`config.mk`:
```
export PLATFORM = sky130hd
export DESIGN_NAME = sevenseg_scan_dec
export DESIGN_NICKNAME = d
export VERILOG_FILES = /design/src/rtl/sevenseg_scan_dec.sv
export SDC_FILE = /design/constraint.sdc
export NUM_CORES = 1
export LEC_CHECK = 0
export CORE_MARGIN = 4
export CORE_UTILIZATION = 44
export DETAILED_ROUTE_END_ITERATION = 8
export MAX_ROUTING_LAYER = met4
export PLACE_DENSITY = 0.68
export SETUP_SLACK_MARGIN = 0.4
export SLEW_MARGIN = 20
export SYNTH_ARGS = -nofsm -noshare
export SYNTH_HDL_FRONTEND = slang
export SYNTH_SLANG_ARGS = --single-unit
```
`constraint.sdc`:
```
create_clock -name clk -period 5.2 [get_ports clk]
set_clock_uncertainty 0.05 [all_clocks]
set_input_delay 0.52 -clock clk [delete_from_list [all_inputs] [get_ports clk]]
set_output_delay 0.52 -clock clk [all_outputs]
set_load 0.005 [all_outputs]
```
`src/rtl/sevenseg_scan_dec.sv`:
```
// Purpose : decodes DIGITS scanned seven-segment fields into 4-bit codes once each field
//           has been seen unchanged for STABLE_CYCLES enabled samples (debounce / de-ghost).
// Latency : a pattern held with en=1 from cycle t appears on num/err at cycle t+STABLE_CYCLES;
//           upd and locked are registered alongside num.
// Flow    : no backpressure; en=0 freezes every register and forces upd low.
//
// Ports:
//   clk, reset       rising-edge clock, synchronous active-high reset
//   en               sample enable
//   display          digit k in [7k+6:7k], bit 6 = segment g ... bit 0 = segment a
//   num              committed code of digit k in [4k+3:4k] (15 = blank, 14 = unrecognised)
//   err              bit k set when committed digit k is unrecognised
//   upd              one-cycle pulse when any committed num/err value changed
//   locked           every digit's stability count is saturated
module sevenseg_scan_dec #(
   parameter int DIGITS        = 4,
   parameter int STABLE_CYCLES = 4,
   parameter int ACTIVE_LOW    = 1
) (
   input  logic                  clk,
   input  logic                  reset,
   input  logic                  en,
   input  logic [7*DIGITS-1:0]   display,
   output logic [4*DIGITS-1:0]   num,
   output logic [DIGITS-1:0]     err,
   output logic                  upd,
   output logic                  locked
);

   localparam logic [7:0] STABLE = 8'(STABLE_CYCLES);

   logic [DIGITS-1:0][6:0] prev_q, prev_d;
   logic [DIGITS-1:0][7:0] cnt_q, cnt_d;
   logic [4*DIGITS-1:0]    num_q, num_d;
   logic [DIGITS-1:0]      err_q, err_d;
   logic                   upd_q, upd_d;
   logic                   locked_q, locked_d;

   // scratch values reused for each digit inside the combinational loop
   logic [6:0]             norm;
   logic [4:0]             dec;
   logic                   commit;
   logic                   all_sat;

   // returns {err, code} for a lit-high pattern ordered g..a
   function automatic logic [4:0] decode(input logic [6:0] p);
      logic [4:0] r;
      case (p)
         7'b0111111: r = 5'h00;
         7'b0000110: r = 5'h01;
         7'b1011011: r = 5'h02;
         7'b1001111: r = 5'h03;
         7'b1100110: r = 5'h04;
         7'b1101101: r = 5'h05;
         7'b1111101: r = 5'h06;
         7'b0000111: r = 5'h07;
         7'b1111111: r = 5'h08;
         7'b1100111: r = 5'h09;
         7'b0000000: r = 5'h0F;
         default:    r = 5'h1E;
      endcase
      return r;
   endfunction

   always_comb begin
      prev_d   = prev_q;
      cnt_d    = cnt_q;
      num_d    = num_q;
      err_d    = err_q;
      upd_d    = 1'b0;
      locked_d = locked_q;
      norm     = '0;
      dec      = '0;
      commit   = 1'b0;
      all_sat  = 1'b1;

      for (int k = 0; k < DIGITS; k++) begin
         norm   = (ACTIVE_LOW != 0) ? ~display[7*k +: 7] : display[7*k +: 7];
         commit = 1'b0;
         if (en) begin
            if (norm != prev_q[k]) begin
               prev_d[k] = norm;
               cnt_d[k]  = 8'd1;
               // a single-sample filter commits on every change
               commit    = (STABLE == 8'd1);
            end else if (cnt_q[k] != STABLE) begin
               cnt_d[k]  = cnt_q[k] + 8'd1;
               commit    = (cnt_d[k] == STABLE);
            end
         end
         if (commit) begin
            dec               = decode(norm);
            num_d[4*k +: 4]   = dec[3:0];
            err_d[k]          = dec[4];
            if (dec != {err_q[k], num_q[4*k +: 4]})
               upd_d = 1'b1;
         end
         all_sat = all_sat & (cnt_d[k] == STABLE);
      end

      if (en)
         locked_d = all_sat;
   end

   always_ff @(posedge clk) begin
      if (reset) begin
         prev_q   <= '0;
         cnt_q    <= '0;
         num_q    <= '1;
         err_q    <= '0;
         upd_q    <= 1'b0;
         locked_q <= 1'b0;
      end else begin
         prev_q   <= prev_d;
         cnt_q    <= cnt_d;
         num_q    <= num_d;
         err_q    <= err_d;
         upd_q    <= upd_d;
         locked_q <= locked_d;
      end
   end

   assign num    = num_q;
   assign err    = err_q;
   assign upd    = upd_q;
   assign locked = locked_q;

endmodule

```
==> qor.csv <==
stage,metric,value,unit
setup_path,crit path cell chain,clkdlybuf4s50_1 > or3_1 > a2111oi_0 > o31ai_1 > a2111oi_0 > o221a_2 > o32a_1 > a41oi_1,
timing,Highest Clock Rate,317,MHz
setup_path,Buf/Inv on CP,1,
route,M1 wire length,6430,um
route,Detail Route Antenna Nets,0,
timing,max-slew violation count,0,
grt,first-pass GRT wire length,23700,um
setup_path,reg2reg end,upd,
pwr,Comb power frac,12.0,%
clocking,root buffer cell,clkbuf_16,
setup_path,WS Path Type,in -> reg,
grt,gr usage total,19.6,%
synth,syn_area_per_cell,7.69,um^2
floorplan,Die Area,0.0150,mm^2
synth,Post-Syn Area,0.00578,mm^2
grt,pin count of the biggest net entering global routing,83,
timing,setup TNS,0,ps
route,drt initial violations,477,
worst_hold_path,Worst Hold Launch,locked,
pwr,clock power share,45.8,%
final_layout,area growth from synthesis to layout,14.3,%
final_layout,sequential standard cell area,0.00164,mm^2
clocking,htree depth,3,
synth,share of the synthesized area in the top cell type,28.4,%
clocking,Num CTS Buffers,9,
synth,"EDFF count, synth",0,
worst_hold_path,HP Class,reg -> reg,
clocking,Worst-Skew Late Latency,350,ps
timing,fin crit share,60.7,%
placed_design,GPL Wtd Cong,0.836,
placed_design,hpwl dp,9720,um
timing,Period minus WS final,3160,ps
pwr,peak supply drop,239,uV
setup_path,RR Startpoint,cnt_q[16],
clocking,clock slew at reported path FFs,60,ps
floorplan,die height,123,um
timing,worst slew pin tran,885,ps
route,DR pass1 iterations,5,
setup_path,R2R depth,9,
final_layout,multi-input logic area,0.00380,mm^2
route,DR DRC count,0,
final_layout,fraction of layout cells with a size suffix above 1,5.52,%
final_layout,# diodes,0,
setup_path,CP Launch Point,display[21],
grt,vias in the first global route,5095,
route,Wirelength per Cell,15.0,um
clocking,clk sinks,82,
route,Top Metal Used,met4,
setup_path,CP startpoint kind,input pin,
placed_design,port buffer count,52,
grt,GRT Residual Overflow,0,
setup_path,Top delay family on crit path,compound AO/OA/AOI/OAI gates,
floorplan,Starting Density,45.4,%
floorplan,Ports,53,
clocking,TritonCTS clock tree,built,
setup_path,FF-to-FF setup slack,2390,ps
synth,unique cell type count in the Yosys netlist,78,
synth,async set or reset register ratio after synthesis,0,%
synth,"Seq/Total Area, Yosys",28.4,%
route,Routed WL,14000,um
route,Vias,5540,
pwr,P_int,1.18,mW
route,Via-to-Cell Ratio,5.94,
floorplan,num rows,41,
pwr,switching share of power,24.8,%
synth,most frequent cell after synthesis,nor2_1,
setup_path,Crit path top cell by count,a2111oi_0,
clocking,CTS Hold Bufs,0,
setup_path,CP peak stage delay,610,ps
synth,cell taking the most area after synthesis,dfxtp_1,
synth,Mapped Cells,752,
worst_hold_path,hold path cells,2,
pwr,P_sw,389,uW
run,MaxCap Viol Count,0,
pwr,total power divided by cell area,237,mW/mm^2
outcome,status,finished clean,
setup_path,Worst Path Required,5330,ps
synth,"FF+latch count, synth",82,
route,met3 wire len,685,um
final_layout,Final nets,798,
setup_path,crit path DAT,3290,ps
pwr,overall power,1.57,mW
synth,commonest cells in the netlist,"84 x nor2_1, 82 x dfxtp_1, 43 x nand2_1",
synth,Syn Nets,794,
final_layout,Layout fillers,1215,
clocking,postcts setup bufs,0,
pwr,Seq pwr share,42.1,%
setup_path,highest-delay cell along the critical path,a2111oi_0,
timing,"Hold Vio Cnt, Final",0,
synth,top post-synthesis cells by area,"dfxtp_1 28%, xor2_1 5.6%, nor2_1 5.5%, a211oi_1 4.7%, a21oi_1 3.1%",
floorplan,core area,0.0127,mm^2
setup_path,Worst Setup End Kind,flip-flop,
timing,Worst slew margin,41.0,%
worst_hold_path,Hold EP,locked,
route,metal2 WL,6640,um
clocking,Resized cells post-CTS,0,
timing,RSZ-0062 raised after global routing,false,
clocking,clock buffer depth,2,
synth,Synth Flop Type,dfxtp_1,
pwr,leakage,2.33,nW
setup_path,CP Max Fanout,12,
grt,initial antenna violation count,0,
floorplan,Chip Width,123,um
setup_path,Worst path depth,8,
synth,Ys Warns,0,
timing,final setup fails,0,
==> sequential cells by signal, summed over array words and instances (netlist names) <==
register,cells
err,4
upd,1
prev_q,28
cnt_q,32
locked,1
num,16
==> cell families after synthesis <==
logic type	share of synthesized area [%]
AOI/OAI and AO/OA	23.5
xor gates and xnor gates	8.48
adders and majority gates	2.38
buffers and inverters	5.91
DFF	28.4
muxes	2.19
and+or+nand+nor	29.2
==> how the worst max path moves through the flow <==
stage	end	slack, ps
2_1_floorplan	upd	2610
3_3_place_gp	upd	1820
3_5_place_dp	upd	1690
4_1_cts	upd	2070
5_1_grt	upd	1840
6_report	upd	2040
==> area by class of cell <==
| cell class | instances | area share [%] |
|---|---|---|
| tap | 172 | 3.26 |
| inverter | 24 | 1.36 |
| clock inverter | 4 | 1.10 |
| timing repair buffer | 54 | 7.95 |
| multi-input combinational | 585 | 57.5 |
| clock buffer | 12 | 4.03 |
| sequential | 82 | 24.8 |
==> power by group through the flow <==
stage | Sequential [mW] | Clock (mW) | Combinational, mW
after CTS | 0.661 | 0.736 | 0.188
after global placement | 0.675 | 0 | 0.181
after floorplan | 0.672 | 0 | 0.140
after global routing | 0.664 | 0.762 | 0.210
after detailed placement | 0.675 | 0 | 0.187
final | 0.661 | 0.719 | 0.189
==> cell usage in the layout, fill, tap and decap left out, drive strengths merged, types with 4 or more instances in the layout <==
cell,n
a31o,4
nor2b,11
nand2,43
o31ai,5
nor3b,6
nor4b,8
nand4,13
or3,22
a211o,9
or4,7
clkbuf,12
nor4,19
a21oi,37
inv,23
xor2,37
nor3,20
and3,14
nand2b,11
mux2i,10
o211ai,4
a31oi,5
o22ai,5
clkdlybuf4s50,50
buf,4
ha,11
a2111oi,5
or2,5
nor2,84
a32o,4
nand3,27
o21ai,34
nand3b,5
a211oi,36
o21a,7
xnor2,19
dfxtp,82
==> metal layers <==
layer | track usage (%) | up-vias
li1 | - | 2780
met1 | 24.6 | 2590
met2 | 31.3 | 152
met3 | 4.75 | 18
met4 | 5.74 | 0
met5 | - | -
==> per-stage QoR <==
step	utilization (%)	worst slack, ps	area [um^2]	hold WS (ps)	instances
global route	52.0	1840	6610	462	933
finish	52.0	2040	6610	436	933
detailed placement	49.3	1690	6270	425	917
floorplan	-	2610	5780	392	752
CTS	52.0	2070	6610	433	933
global placement	49.3	1820	6270	418	917
==> worst min-delay path: stages, from the launching register on <==
cell	delay [ps]
dfxtp_1	340
nand2_1	60
o21ai_1	50
(Power assumes the default switching activity.)
